[src/rtl/demap_rd_arbiter.sv]
// demap_rd_arbiter: shares the demapper read port between the channel
// estimator (est) and the equalizer (eq). The port is granted for whole
// bursts. Each burst is followed by an RD_LAT-cycle drain, and returning
// data is tagged with the requester that issued the read.
// Optional feature macro: ARB_TIMEOUT_EN. When defined, a grant is revoked
// after MAX_HOLD cycles and a sticky err_timeout flag is raised.
module demap_rd_arbiter #(
  parameter int unsigned COL_W    = 4,
  parameter int unsigned RD_LAT   = 1,
  parameter int unsigned MAX_HOLD = 64
) (
  input  logic             clk,
  input  logic             rst,
  input  logic             req_est,
  input  logic [COL_W-1:0] col_est,
  input  logic             rd_est,
  input  logic             done_est,
  output logic             gnt_est,
  output logic             rvalid_est,
  input  logic             req_eq,
  input  logic [COL_W-1:0] col_eq,
  input  logic             rd_eq,
  input  logic             done_eq,
  output logic             gnt_eq,
  output logic             rvalid_eq,
  output logic [COL_W-1:0] demap_col,
  output logic             demap_read,
  output logic             busy,
  output logic             err_timeout
);

  localparam logic [1:0] S_IDLE  = 2'd0;
  localparam logic [1:0] S_G_EST = 2'd1;
  localparam logic [1:0] S_G_EQ  = 2'd2;
  localparam logic [1:0] S_DRAIN = 2'd3;

  localparam logic OWN_EST = 1'b0;
  localparam logic OWN_EQ  = 1'b1;

  localparam int unsigned DRAIN_W = 3;

  // Reject parameter values outside the supported range at elaboration
  if (RD_LAT < 1 || RD_LAT > 4 || MAX_HOLD < 1) begin : g_bad_param
    $error("demap_rd_arbiter: RD_LAT must be 1..4 and MAX_HOLD must be >= 1");
  end

  logic [1:0]         state;
  logic [1:0]         state_nxt;
  logic               last_gnt;
  logic               last_gnt_nxt;
  logic [DRAIN_W-1:0] drain_cnt;
  logic [DRAIN_W-1:0] drain_cnt_nxt;
  logic               own_end;
  logic               hold_expired;
  logic [RD_LAT-1:0]  pipe_est;
  logic [RD_LAT-1:0]  pipe_eq;

`ifdef ARB_TIMEOUT_EN
  localparam int unsigned HOLD_W = $clog2(MAX_HOLD + 1);

  logic              in_grant;
  logic [HOLD_W-1:0] hold_cnt;
  logic              err_q;

  assign in_grant     = (state == S_G_EST) || (state == S_G_EQ);
  assign hold_expired = (hold_cnt == HOLD_W'(MAX_HOLD - 1));
  assign err_timeout  = err_q;

  // Count cycles the current grant has been held; latch a forced revoke
  always_ff @(posedge clk) begin
    if (rst) begin
      hold_cnt <= '0;
      err_q    <= 1'b0;
    end else begin
      if (in_grant) begin
        hold_cnt <= hold_cnt + HOLD_W'(1);
      end else begin
        hold_cnt <= '0;
      end
      if (in_grant && hold_expired && !own_end) begin
        err_q <= 1'b1;
      end
    end
  end
`else
  assign hold_expired = 1'b0;
  assign err_timeout  = 1'b0;
`endif

  // State register: FSM state, round-robin pointer, drain counter
  always_ff @(posedge clk) begin
    if (rst) begin
      state     <= S_IDLE;
      last_gnt  <= OWN_EQ;
      drain_cnt <= '0;
    end else begin
      state     <= state_nxt;
      last_gnt  <= last_gnt_nxt;
      drain_cnt <= drain_cnt_nxt;
    end
  end

  // Next-state logic: arbitration in IDLE, burst end in G_x, drain countdown
  always_comb begin
    state_nxt     = state;
    last_gnt_nxt  = last_gnt;
    drain_cnt_nxt = drain_cnt;
    own_end       = 1'b0;
    case (state)
      S_IDLE: begin
        if (req_est && (!req_eq || (last_gnt == OWN_EQ))) begin
          state_nxt = S_G_EST;
        end else if (req_eq) begin
          state_nxt = S_G_EQ;
        end
      end
      S_G_EST: begin
        own_end = done_est | ~req_est;
        if (own_end || hold_expired) begin
          state_nxt     = S_DRAIN;
          last_gnt_nxt  = OWN_EST;
          drain_cnt_nxt = DRAIN_W'(RD_LAT - 1);
        end
      end
      S_G_EQ: begin
        own_end = done_eq | ~req_eq;
        if (own_end || hold_expired) begin
          state_nxt     = S_DRAIN;
          last_gnt_nxt  = OWN_EQ;
          drain_cnt_nxt = DRAIN_W'(RD_LAT - 1);
        end
      end
      S_DRAIN: begin
        if (drain_cnt == '0) begin
          state_nxt = S_IDLE;
        end else begin
          drain_cnt_nxt = drain_cnt - DRAIN_W'(1);
        end
      end
      default: state_nxt = S_IDLE;
    endcase
  end

  // Read port mux: only the granted requester reaches the demapper
  always_comb begin
    demap_read = 1'b0;
    demap_col  = '0;
    case (state)
      S_G_EST: begin
        demap_read = rd_est;
        demap_col  = col_est;
      end
      S_G_EQ: begin
        demap_read = rd_eq;
        demap_col  = col_eq;
      end
      default: begin
        demap_read = 1'b0;
        demap_col  = '0;
      end
    endcase
  end

  // Registered grant/busy flags and per-owner read-return pipelines
  always_ff @(posedge clk) begin
    if (rst) begin
      gnt_est  <= 1'b0;
      gnt_eq   <= 1'b0;
      busy     <= 1'b0;
      pipe_est <= '0;
      pipe_eq  <= '0;
    end else begin
      gnt_est  <= (state_nxt == S_G_EST);
      gnt_eq   <= (state_nxt == S_G_EQ);
      busy     <= (state_nxt != S_IDLE);
      pipe_est <= RD_LAT'({pipe_est, demap_read & (state == S_G_EST)});
      pipe_eq  <= RD_LAT'({pipe_eq, demap_read & (state == S_G_EQ)});
    end
  end

  assign rvalid_est = pipe_est[RD_LAT-1];
  assign rvalid_eq  = pipe_eq[RD_LAT-1];

endmodule

[config.mk]
export PLATFORM = sky130hd
export DESIGN_NAME = demap_rd_arbiter
export DESIGN_NICKNAME = d
export VERILOG_FILES = /design/src/rtl/demap_rd_arbiter.sv
export SDC_FILE = /design/constraint.sdc
export NUM_CORES = 1
export LEC_CHECK = 0
export CAP_MARGIN = 0
export CORE_MARGIN = 2
export CORE_UTILIZATION = 35
export CTS_CLUSTER_DIAMETER = 50
export DETAILED_ROUTE_END_ITERATION = 10
export DONT_BUFFER_PORTS = 1
export SYNTH_ARGS = -nofsm -noshare
export SYNTH_HDL_FRONTEND = slang
export SYNTH_SLANG_ARGS = --single-unit
[constraint.sdc]
create_clock -name clk -period 2 [get_ports clk]
set_input_delay 0.1 -clock clk [delete_from_list [all_inputs] [get_ports clk]]
set_output_delay 0.1 -clock clk [all_outputs]
set_load 0.005 [all_outputs]
== Yosys cells after proc, flatten, opt, wreduce, memory -nomap -nowiden ==
Cells that the tools add are included.
Storage, ports and cells
  memories kept: 0
  logic and storage cells: 48
  bits in registers: 11
  bits of input ports: 16
  output and inout bits: 11
  bits in read-only memories: 0
  bits in latches: 0
  bits in writable memories: 0
Cells by class
  multiplexer cells: 15
  reduce and logical (&&, ||, !) cells: 10
  shift-type cells: 0
  order comparisons: 0
  multipliers: 0
  equal/unequal tests: 8
  $add $sub $neg: 1
  bitwise logic cells: 6
  div/mod/pow operators: 0
Operator list (number)
  $mux W2: 5
  $mux W3: 3
  $pmux W3 S3: 1
  $pmux W2 S4: 1
  $pmux W4 S2: 1
  $eq A2 B2 Y1 const B: 3
  $ne A2 B2 Y1 const B: 3
  $eq A2 B1 Y1 const B: 2
  $pmux W1 S2: 2
  $reduce_and A4 Y1: 1
  $reduce_bool A2 Y1: 2
  $logic_not A3 Y1: 1
  $reduce_and A3 Y1: 1
  $reduce_bool A3 Y1: 1
  $sub A3 B1 Y3 const B: 1
  $and A1 B1 Y1: 2
  $logic_not A2 Y1: 1
  $mux W1: 2
  $not A1 Y1: 2
  $or A1 B1 Y1: 2
  $logic_and A1 B1 Y1: 1
  $logic_not A1 Y1: 1
  $logic_or A1 B1 Y1: 1

== Depth between registers and ports, before layout ==
Gate-level depths: netlist of run 1.
  depth after elaboration: 6
  gate-level depth with buffers: 7
  depth with buffers taken out: 6

== Least setup slack after synthesis of run 1 ==
OpenSTA, ideal clock, no wires.
  path type: register to register
  start: register state[1]
  end: register gnt_eq
  period minus slack after synthesis: 1.583 ns
  arrival time: 1.504 ns
  setup time: 0.079 ns
  path buffers: 1
  setup slack: 0.417 ns
  cell stages (with the launch flop): 7
  path through: dfxtp_1 > inv_1 > ha_1 > buf_2 > or2_4 > or3_1 > a211oi_2
On the way
  word-level cells in the longest chain between the ends: 4
  elaborated cells on any way between the ends: 11
Ends and longest elaborated chain
  start, declared: line 47  | logic [1:0] state;
  start signal, assigned: line 97  | state <= state_nxt;
  $mux W2: line 113  | end else if (req_eq) begin
  $mux W2: line 111  | if (req_est && (!req_eq || (last_gnt == OWN_EQ))) begin
  $pmux W2 S4 *: line 109  | case (state)
  $eq A2 B2 Y1 *: line 174  | gnt_eq <= (state_nxt == S_G_EQ);
  end signal, assigned: line 174
  end, declared: line 24  | output logic gnt_eq,
Every way passes the cells marked *; elsewhere a longest branch is shown, timed or not.
A chain may end at the register's enable or synchronous reset.

== Worst setup path after layout of run 1 ==
  start: register state[1]
  end: register busy
On the way
  word-level cells in the longest chain between the ends: 4
  elaborated cells on any way between the ends: 11
Ends and longest elaborated chain
  $mux W2: line 113
  $mux W2: line 111
  $pmux W2 S4 *: line 109
  $reduce_bool A2 Y1 *: line 175  | busy <= (state_nxt != S_IDLE);
  end signal, assigned: line 175
  end, declared: line 28  | output logic busy,
Marks and branches as above.

==> results of run 1 <==
worst register-to-register path: cells and delay by family (launching register included):
| kind | cells | cell delay, ns |
|---|---|---|
| compound gates | 2 | 0.53 |
| flops | 1 | 0.42 |
| fa+ha+maj | 1 | 0.31 |
| simple gates | 1 | 0.29 |
| buf+inv | 1 | 0.10 |
flip-flops by register name, summed over array words and instances (netlist names):
register    flops
gnt_est         1
last_gnt        1
state           2
gnt_eq          1
rvalid_eq       1
busy            1
drain_cnt       3
rvalid_est      1
stage by stage:
| step | hold WS (ns) | worst slack (ns) | instances | total power, mW | cell area [µm²] |
|---|---|---|---|---|---|
| floorplan | 0.165 | 0.417 | 79 | 0.908 | 674 |
| detailed placement | 0.167 | 0.230 | 102 | 1.05 | 696 |
| global placement | 0.167 | 0.273 | 102 | 1.04 | 696 |
| global route | 0.0167 | 0.0526 | 107 | 1.33 | 732 |
| finish | 0.0126 | 0.228 | 107 | 1.20 | 732 |
| CTS | 0.00504 | 0.213 | 107 | 1.21 | 732 |
area by class of cell:
type,instances,area share
timing repair buffer,2,0.0239
sequential,11,0.301
tap,25,0.0427
multi-input combinational,56,0.550
clock buffer,4,0.0359
inverter,9,0.0462
layout by cell type, fill, tap and decap left out:
cell type and instances:
a211oi_2 1, a21boi_0 1, a21oi_1 2, a221o_1 1, a22o_2 1, a22oi_1 5, a31o_2 1, a32oi_1 1
and2_1 1, and3_1 3, buf_4 1, clkbuf_1 1, clkbuf_4 3, conb_1 1, dfxtp_1 11, dlygate4sd3_1 1
ha_1 6, inv_1 9, nand2_1 3, nand2b_1 1, nand3b_1 3, nand4_1 1, nor2_1 4, nor2b_1 7
o21ai_0 2, o21ai_1 2, o311ai_1 1, o31a_1 1, or2_1 2, or2_4 1, or3_1 2, or3b_1 1
xnor2_1 1
worst max path at each step:
| stage | start | to | slack (ns) | cells past startpoint |
|---|---|---|---|---|
| after CTS | state[1] | busy | 0.21 | 5 |
| after detailed placement | state[1] | busy | 0.23 | 5 |
| final | state[1] | busy | 0.23 | 5 |
| after global placement | state[1] | busy | 0.27 | 5 |
| after floorplan | state[1] | gnt_eq | 0.42 | 6 |
| after global routing | state[1] | drain_cnt[2] | 0.05 | 6 |
routing by layer:
metal / global-route usage / part of all wire / routed length (µm) / up-vias
met5: 0 / 0 / 0 / -
met4: 0.0486 / 0.0096 / 13 / 0
met3: 0.0717 / 0.073 / 98 / 2
met2: 0.261 / 0.51 / 683 / 14
met1: 0.161 / 0.41 / 554 / 263
li1: - / - / - / 277
timing repair:
item	4_1_cts	5_1_grt
hold buffers	1	0
endpoints found under the hold margin	4	0
resized for setup	0	0
endpoints found under the setup margin	0	0
cells by family after synthesis:
| family | synth area share |
|---|---|
| and+or+nand+nor | 0.256 |
| AOI/OAI and AO/OA | 0.212 |
| buffers and inverters | 0.0761 |
| DFF | 0.327 |
| adders and majority gates | 0.111 |
| xor gates and xnor gates | 0.0130 |
| other | 0.00556 |
report_power, final:
part / leakage, nW / internal (mW) / switching (mW) / total [mW]
Sequential: 0.0904 / 0.304 / 0.0591 / 0.363
Clock: 0.0150 / 0.0774 / 0.0791 / 0.157
Combinational: 0.199 / 0.329 / 0.351 / 0.680
==> flow_summary_export.csv, run 1 <==
group,metric,value,unit
status,status,"finished, final reports clean",
synthesis,synth_warnings,0,
worst_setup_path,cp_top_family,"compound AO/OA/AOI/OAI gates",
floorplanning,rows,15,
routing,drtPass1Iterations,4,
hold_path,hold_depth,2,
synthesis,synth_top_cells_by_count,"dfxtp_1 (11), inv_1 (9), nor2b_1 (7)",
sta,fin_worst_skew,0.00175,ns
worst_setup_path,cp_cell_sequence,"inv_1 > ha_1 > or2_4 > o311ai_1 > o21ai_1",
floorplanning,io-pin-count,27,
global_route,grt_pass1_vias,527,
layout,fin_nets,105,
routing,via_per_inst,5.20,
global_route,antenna_found_initial,0,
hold_path,hold_path.class,"input port to flip-flop",
layout,final_util,0.415,
synthesis,synth_area,674,µm²
synthesis,ys_seq_area_frac,0.327,
pwr,powerDensity,1640,nW/µm²
global_route,grt_max_degree,11,
worst_setup_path,cpPeakStageDelay,0.42,ns
hold_path,min-delay-start,"rst",
placement,port_buffers,0,
worst_setup_path,critPathLaunchType,"flip-flop",
cts,cts_tree,"yes",
worst_setup_path,cp_max_fo,10,
worst_setup_path,rrSetupSlack,0.23,ns
pwr,ir_worst_vdd,0.655,mV
cts,root_buffer,"clkbuf_4",
routing,finalWirelength,1350,µm
floorplanning,initial_utilization,0.382,
worst_setup_path,worst_r2r_endpoint,"busy",
routing,drcViolationCount,0,
routing,drtIter0Drc,9,
worst_setup_path,endpoint_kind,"flip-flop",
cts,cts_buffers,3,
worst_setup_path,worstSetupPathType,"flip-flop to flip-flop",
hold_path,hold_end,"drain_cnt[1]",
cts,path_clk_slew,0.07,ns
global_route,grt-ovfl-total,0,
synthesis,synthesis.nets,101,
layout,multi_input_area,403,µm²
synthesis,synth_edf_count,0,
sta,drv_slew,0,
cts,clkLatencyLatePin,0.28,ns
job,cap_violations,0,
layout,layout-drive-gt1-share,0.0976,
sta,hold_viol_final,0,
synthesis,ys.flop_type,"dfxtp_1",
layout,fillers,195,
cts,cts.sinks,11,
cts,htreeDepth,1,
worst_setup_path,reg2reg_depth,5,
floorplanning,dieHeight,47.9,µm
synthesis,ys_types,31,
routing,ant_nets,0,
floorplanning,die_area,2290,µm²
synthesis,synth_top_cells_by_area,"dfxtp_1 (33%), ha_1 (11%), nor2b_1 (6.5%)",
sta,final.setup.tns,0,ns
global_route,grt_pass1_wl,2330,µm
cts,cts_max_path_buffers,2,
layout,synthToLayoutAreaGrowth,8.53,%
synthesis,yosys.cell_count.top_type,"dfxtp_1",
worst_setup_path,r2r-start,"state[1]",
sta,fmax,564,MHz
synthesis,syn_avg_cell_area,8.54,µm²
pwr,leakage,0.304,nW
routing,wl_per_cell,12.6,µm
routing,via_count,556,
floorplanning,core,1760,µm²
synthesis,synth_top_area_frac,0.327,
synthesis,ys_async_sr_fraction,0,
layout,area.sequential,220,µm²
sta,rsz0062_at_grt,"false",
worst_setup_path,cpMaxStageDelayCell,"dfxtp_1",
synthesis,syn_inst,79,
global_route,track_usage,0.151,
worst_setup_path,path_buf_inv,1,
sta,finalCritPeriodShare,0.886,
sta,fin_crit,1.77,ns
synthesis,yosysTopAreaCell,"dfxtp_1",
worst_setup_path,cp_data_arrival_time,1.92,ns
worst_setup_path,required,2.15,ns
cts,cts_setup_buffers,0,
layout,num_antenna_cells,0,
synthesis,synth_seq_cells,11,
placement,dpl.hpwl,1070,µm
floorplanning,die_x,47.9,µm
placement,gp_congestion,0.809,
sta,setup_viol,0,
(Power assumes the default switching activity.)
==> run 2: changes to the inputs <==
--- a/config.mk
+++ b/config.mk
@@ -6,11 +6,12 @@
 export NUM_CORES = 1
 export LEC_CHECK = 0
 export CAP_MARGIN = 0
-export CORE_MARGIN = 2
-export CORE_UTILIZATION = 35
+export CORE_AREA = 2 2 39 41
 export CTS_CLUSTER_DIAMETER = 50
 export DETAILED_ROUTE_END_ITERATION = 10
+export DIE_AREA = 0 0 41 43
 export DONT_BUFFER_PORTS = 1
+export PLACE_DENSITY = 0.66
 export SYNTH_ARGS = -nofsm -noshare
 export SYNTH_HDL_FRONTEND = slang
 export SYNTH_SLANG_ARGS = --single-unit
==> flow_summary_export.csv, run 2 (synthesis gave the netlist of run 1 again) <==
group,metric,value,unit
status,status,"finished, final reports clean",
cts,path_clk_slew,0.07,ns
worst_setup_path,endpoint_kind,"flip-flop",
layout,layout-drive-gt1-share,0.108,
cts,cts_max_path_buffers,2,
routing,ant_nets,0,
sta,fin_crit,1.75,ns
worst_setup_path,cp_data_arrival_time,1.89,ns
sta,fin_ws,0.252,ns
floorplanning,initial_utilization,0.487,
hold_path,hold_depth,2,
floorplanning,die_area,1760,µm²
placement,dpl.hpwl,1030,µm
worst_setup_path,cpPeakStageDelay,0.41,ns
cts,root_buffer,"clkbuf_4",
placement,dpl_worst_slack,0.266,ns
job,cap_violations,0,
worst_setup_path,r2r-start,"state[1]",
hold_path,hold_path.class,"input port to flip-flop",
layout,largest_register_ffs,3,
cts,cts_setup_buffers,0,
floorplanning,core,1380,µm²
routing,via_per_inst,5.82,
placement,gp_congestion,0.771,
global_route,track_usage,0.189,
layout,fin_nets,106,
sta,hold_viol_final,0,
sta,drv_slew,0,
floorplanning,dieHeight,43,µm
cts,htreeDepth,1,
cts,cts_tree,"yes",
global_route,grt_pass1_wl,2250,µm
worst_setup_path,cpMaxStageDelayCell,"o311ai_1",
pwr,combPwrFrac,0.573,
worst_setup_path,reg2reg_depth,5,
cts,clkLatencyLatePin,0.27,ns
floorplanning,rows,14,
routing,finalWirelength,1380,µm
layout,num_antenna_cells,0,
worst_setup_path,cp_cell_sequence,"inv_1 > ha_1 > or2_4 > o311ai_1 > o21ai_1",
floorplanning,die_x,41,µm
routing,via_count,576,
worst_setup_path,worst_r2r_endpoint,"busy",
cts,cts.sinks,11,
pwr,powerDensity,1680,nW/µm²
hold_path,min-delay-start,"rst",
routing,drtPass1Iterations,4,
sta,fmax,572,MHz
pwr,leakage,0.309,nW
sta,final.setup.tns,0,ns
layout,synthToLayoutAreaGrowth,7.98,%
worst_setup_path,critPathLaunchType,"flip-flop",
sta,fin_worst_skew,0.00105,ns
pwr,p_sw_frac,0.410,
worst_setup_path,cp_max_fo,10,
pwr,p_int,0.720,mW
pwr,power_switching,0.501,mW
layout,final_cell_mix,"dfxtp_1 (11), inv_1 (9), nor2b_1 (7), ha_1 (6), a22oi_1 (5)",
placement,port_buffers,0,
global_route,grt_max_degree,11,
global_route,grt_pass1_vias,565,
routing,drtIter0Drc,8,
global_route,grt-ovfl-total,0,
layout,regMostFlops,"drain_cnt",
layout,largestRegisters,"drain_cnt (3), state (2)",
worst_setup_path,required,2.14,ns
routing,wl_per_cell,13.9,µm
global_route,antenna_found_initial,0,
floorplanning,io-pin-count,27,
pwr,p_clk_frac,0.124,
sta,setup_viol,0,
worst_setup_path,rrSetupSlack,0.25,ns
pwr,ir_worst_vdd,0.617,mV
layout,final_common_cell,"dfxtp_1",
worst_setup_path,worstSetupPathType,"flip-flop to flip-flop",
routing,drcViolationCount,0,
cts,cts_buffers,3,
sta,rsz0062_at_grt,"false",
pwr,seqPwrFrac,0.302,
sta,finalCritPeriodShare,0.874,
hold_path,hold_end,"drain_cnt[2]",
## run 2: cell count changes in the layout (fill, tap and decap cells not counted), sizes merged
cell,previous run,this run
buf,1,2
## run 2: how the worst max path moves through the flow
stage	from	end	slack, ns	cells after the start
floorplan	state[1]	gnt_eq	0.42	6
global placement	state[1]	busy	0.34	5
detailed placement	state[1]	busy	0.27	5
CTS	state[1]	busy	0.25	5
global route	state[1]	busy	0.05	5
finish	state[1]	busy	0.25	5
## run 2: area by class of cell
class                      instances  area [µm²]
tap                               16        20.0
clock buffer                       4        26.3
inverter                           9        33.8
sequential                        11         220
fill                             137         656
multi-input combinational         56         403
timing repair buffer               3        25.0
## run 2: per-stage QoR
step | instance area, µm² | hold WS, ns | total power, mW | cells | utilization
after CTS | 728 | 0.0211 | 1.23 | 99 | 0.526
after floorplan | 674 | 0.165 | 0.908 | 79 | -
final | 728 | 0.0228 | 1.22 | 99 | 0.526
after detailed placement | 692 | 0.167 | 1.07 | 94 | 0.500
after global routing | 728 | 0.0179 | 1.34 | 99 | 0.526
after global placement | 692 | 0.167 | 1.05 | 94 | 0.500
## run 2: power groups by stage
stage	Clock, mW	Combinational, mW	Sequential (mW)
after detailed placement	0	0.695	0.372
after global placement	0	0.680	0.370
after floorplan	0	0.553	0.355
after global routing	0.171	0.792	0.378
after CTS	0.157	0.708	0.368
final	0.152	0.700	0.369
## run 2: critical path: cells and delay by family, from the launching register on
kind                       cells  cell delay (ns)
AOI/OAI and AO/OA              2             0.53
DFF                            1             0.40
buffers and inverters          1             0.09
adders and majority gates      1             0.31
and+or+nand+nor                1             0.29
## run 2: timing repair
item,in CTS,in global routing
endpoints found under the hold margin,4,0
gates resized for setup,0,0
setup endpoints to repair,0,0
hold buffers,1,0
## run 2: metal layers
metal  wire length [µm]  up-vias  part of all wire  global-route usage
met5                  0        -                 0                   0
li1                   -      283                 -                   -
met1                532      267              0.39               0.190
met4                 10        0            0.0073              0.0600
met2                728       24              0.53               0.328
met3                105        2             0.076              0.0785
==> run 3: changes to the inputs <==
--- a/config.mk
+++ b/config.mk
@@ -12,6 +12,7 @@
 export DIE_AREA = 0 0 41 43
 export DONT_BUFFER_PORTS = 1
 export PLACE_DENSITY = 0.66
+export REMOVE_ABC_BUFFERS = 1
 export SYNTH_ARGS = -nofsm -noshare
 export SYNTH_HDL_FRONTEND = slang
 export SYNTH_SLANG_ARGS = --single-unit
==> flow_summary_export.csv, run 3 (synthesis gave the netlist of run 1 again) <==
group,metric,value,unit
global_route,track_usage,0.201,
cts,clkLatencyLatePin,0.27,ns
placement,place_area,684,µm²
sta,fmax,554,MHz
layout,regMostFlops,"drain_cnt",
layout,final_util,0.521,
layout,fin_cells,98,
sta,fin_worst_skew,0.000668,ns
layout,final_common_cell,"dfxtp_1",
routing,via_per_inst,5.68,
routing,wl_per_cell,15.0,µm
global_route,antenna_found_initial,0,
status,status,"finished, final reports clean",
worst_setup_path,critPathLaunchType,"flip-flop",
worst_setup_path,required,2.20,ns
worst_setup_path,endpoint_kind,"flip-flop",
sta,hold_viol_final,0,
floorplanning,rows,14,
worst_setup_path,cp_max_fo,7,
routing,wl_met1,598,µm
cts,cts_max_path_buffers,2,
sta,setup_viol,0,
layout,final_cell_area,721,µm²
worst_setup_path,worstSetupPathType,"flip-flop to flip-flop",
placement,gp_congestion,0.740,
layout,largestRegisters,"drain_cnt (3), state (2)",
placement,dpl_worst_slack,0.205,ns
cts,htreeDepth,1,
hold_path,hold_path.class,"input port to flip-flop",
cts,path_clk_slew,0.07,ns
placement,dpl.hpwl,1110,µm
placement,port_buffers,0,
routing,dr_wl_met2,773,µm
global_route,grt_pass1_vias,574,
pwr,ir_worst_vdd,0.698,mV
routing,dr_wl_met3,82,µm
layout,synthToLayoutAreaGrowth,6.86,%
cts,root_buffer,"clkbuf_4",
sta,fin_crit,1.81,ns
floorplanning,initial_utilization,0.487,
worst_setup_path,cpPeakStageDelay,0.44,ns
sta,finalCritPeriodShare,0.903,
global_route,grt_max_degree,11,
pwr,powerDensity,1670,nW/µm²
worst_setup_path,cpMaxStageDelayCell,"dfxtp_1",
floorplanning,die_x,41,µm
sta,final.setup.tns,0,ns
placement,dp.cells,93,
layout,layout-drive-gt1-share,0.0976,
layout,largest_register_ffs,3,
routing,drtPass1Iterations,6,
cts,cts.sinks,11,
floorplanning,die_area,1760,µm²
sta,rsz0062_at_grt,"false",
routing,via_count,557,
global_route,grt-ovfl-total,0,
cts,post_cts_resized,0,
floorplanning,core,1380,µm²
layout,num_antenna_cells,0,
routing,drcViolationCount,0,
job,cap_violations,0,
cts,cts_buffers,3,
layout,fin_nets,105,
routing,ant_nets,0,
worst_setup_path,cp_cell_sequence,"inv_1 > ha_1 > or2_1 > nand4_1 > or3_1 > a21oi_1",
routing,highest_layer,"met4",
sta,drv_slew,0,
global_route,grt_pass1_wl,2400,µm
sta,timing.hold.ws,0.0313,ns
worst_setup_path,cp_data_arrival_time,2.01,ns
floorplanning,io-pin-count,27,
cts,cts_tree,"yes",
floorplanning,dieHeight,43,µm
pwr,leakage,0.304,nW
pwr,power,1.20,mW
routing,finalWirelength,1470,µm
layout,final_cell_mix,"dfxtp_1 (11), inv_1 (9), nor2b_1 (7), ha_1 (6), a22oi_1 (5)",
sta,fin_ws,0.194,ns
routing,drtIter0Drc,11,
run 3: cell count changes in the layout (fill, tap and decap cells not counted):
cell,before,now
buf_4,2,1
run 3: per-layer routing:
metal | global-route usage | vias to the layer above
met2 | 0.328 | 17
met4 | 0.107 | 0
li1 | - | 276
met3 | 0.0628 | 4
met5 | 0 | -
met1 | 0.215 | 260
run 3: cell type report:
type / count / area [µm²]
fillers: 143 / 663
multi-input cells: 56 / 403
flip-flops and latches: 11 / 220
inverters: 9 / 33.8
clock buffers: 4 / 26.3
well taps: 16 / 20.0
repair buffers: 2 / 17.5
run 3: critical path, delay by kind of cell, from the launching register on:
kind                     cells  cell delay [ns]
AO/OA/AOI/OAI                1             0.13
adder cells (fa/ha/maj)      1             0.38
buffers and inverters        1             0.09
flip-flops                   1             0.44
AND/OR/NAND/NOR              3             0.69
run 3: worst paths after layout:
check | to | cells past startpoint | slack (ns) | from
setup / recovery | drain_cnt[2] | 6 | 0.19 | state[0]
hold / removal | drain_cnt[2] | 2 | 0.03 | rst
setup reg to reg | drain_cnt[2] | 6 | 0.19 | state[0]
hold reg to reg | drain_cnt[1] | 2 | 0.47 | drain_cnt[1]
run 3: report_power, final:
group / leakage, nW / internal, mW / switching [mW]
combinational: 0.199 / 0.320 / 0.360
clock: 0.0150 / 0.0771 / 0.0786
sequential: 0.0904 / 0.304 / 0.0620
run 3: timing repair:
item                                   in CTS  in global routing
endpoints found under the hold margin       4                  0
buffers inserted                            0                  0
hold buffers                                1                  0
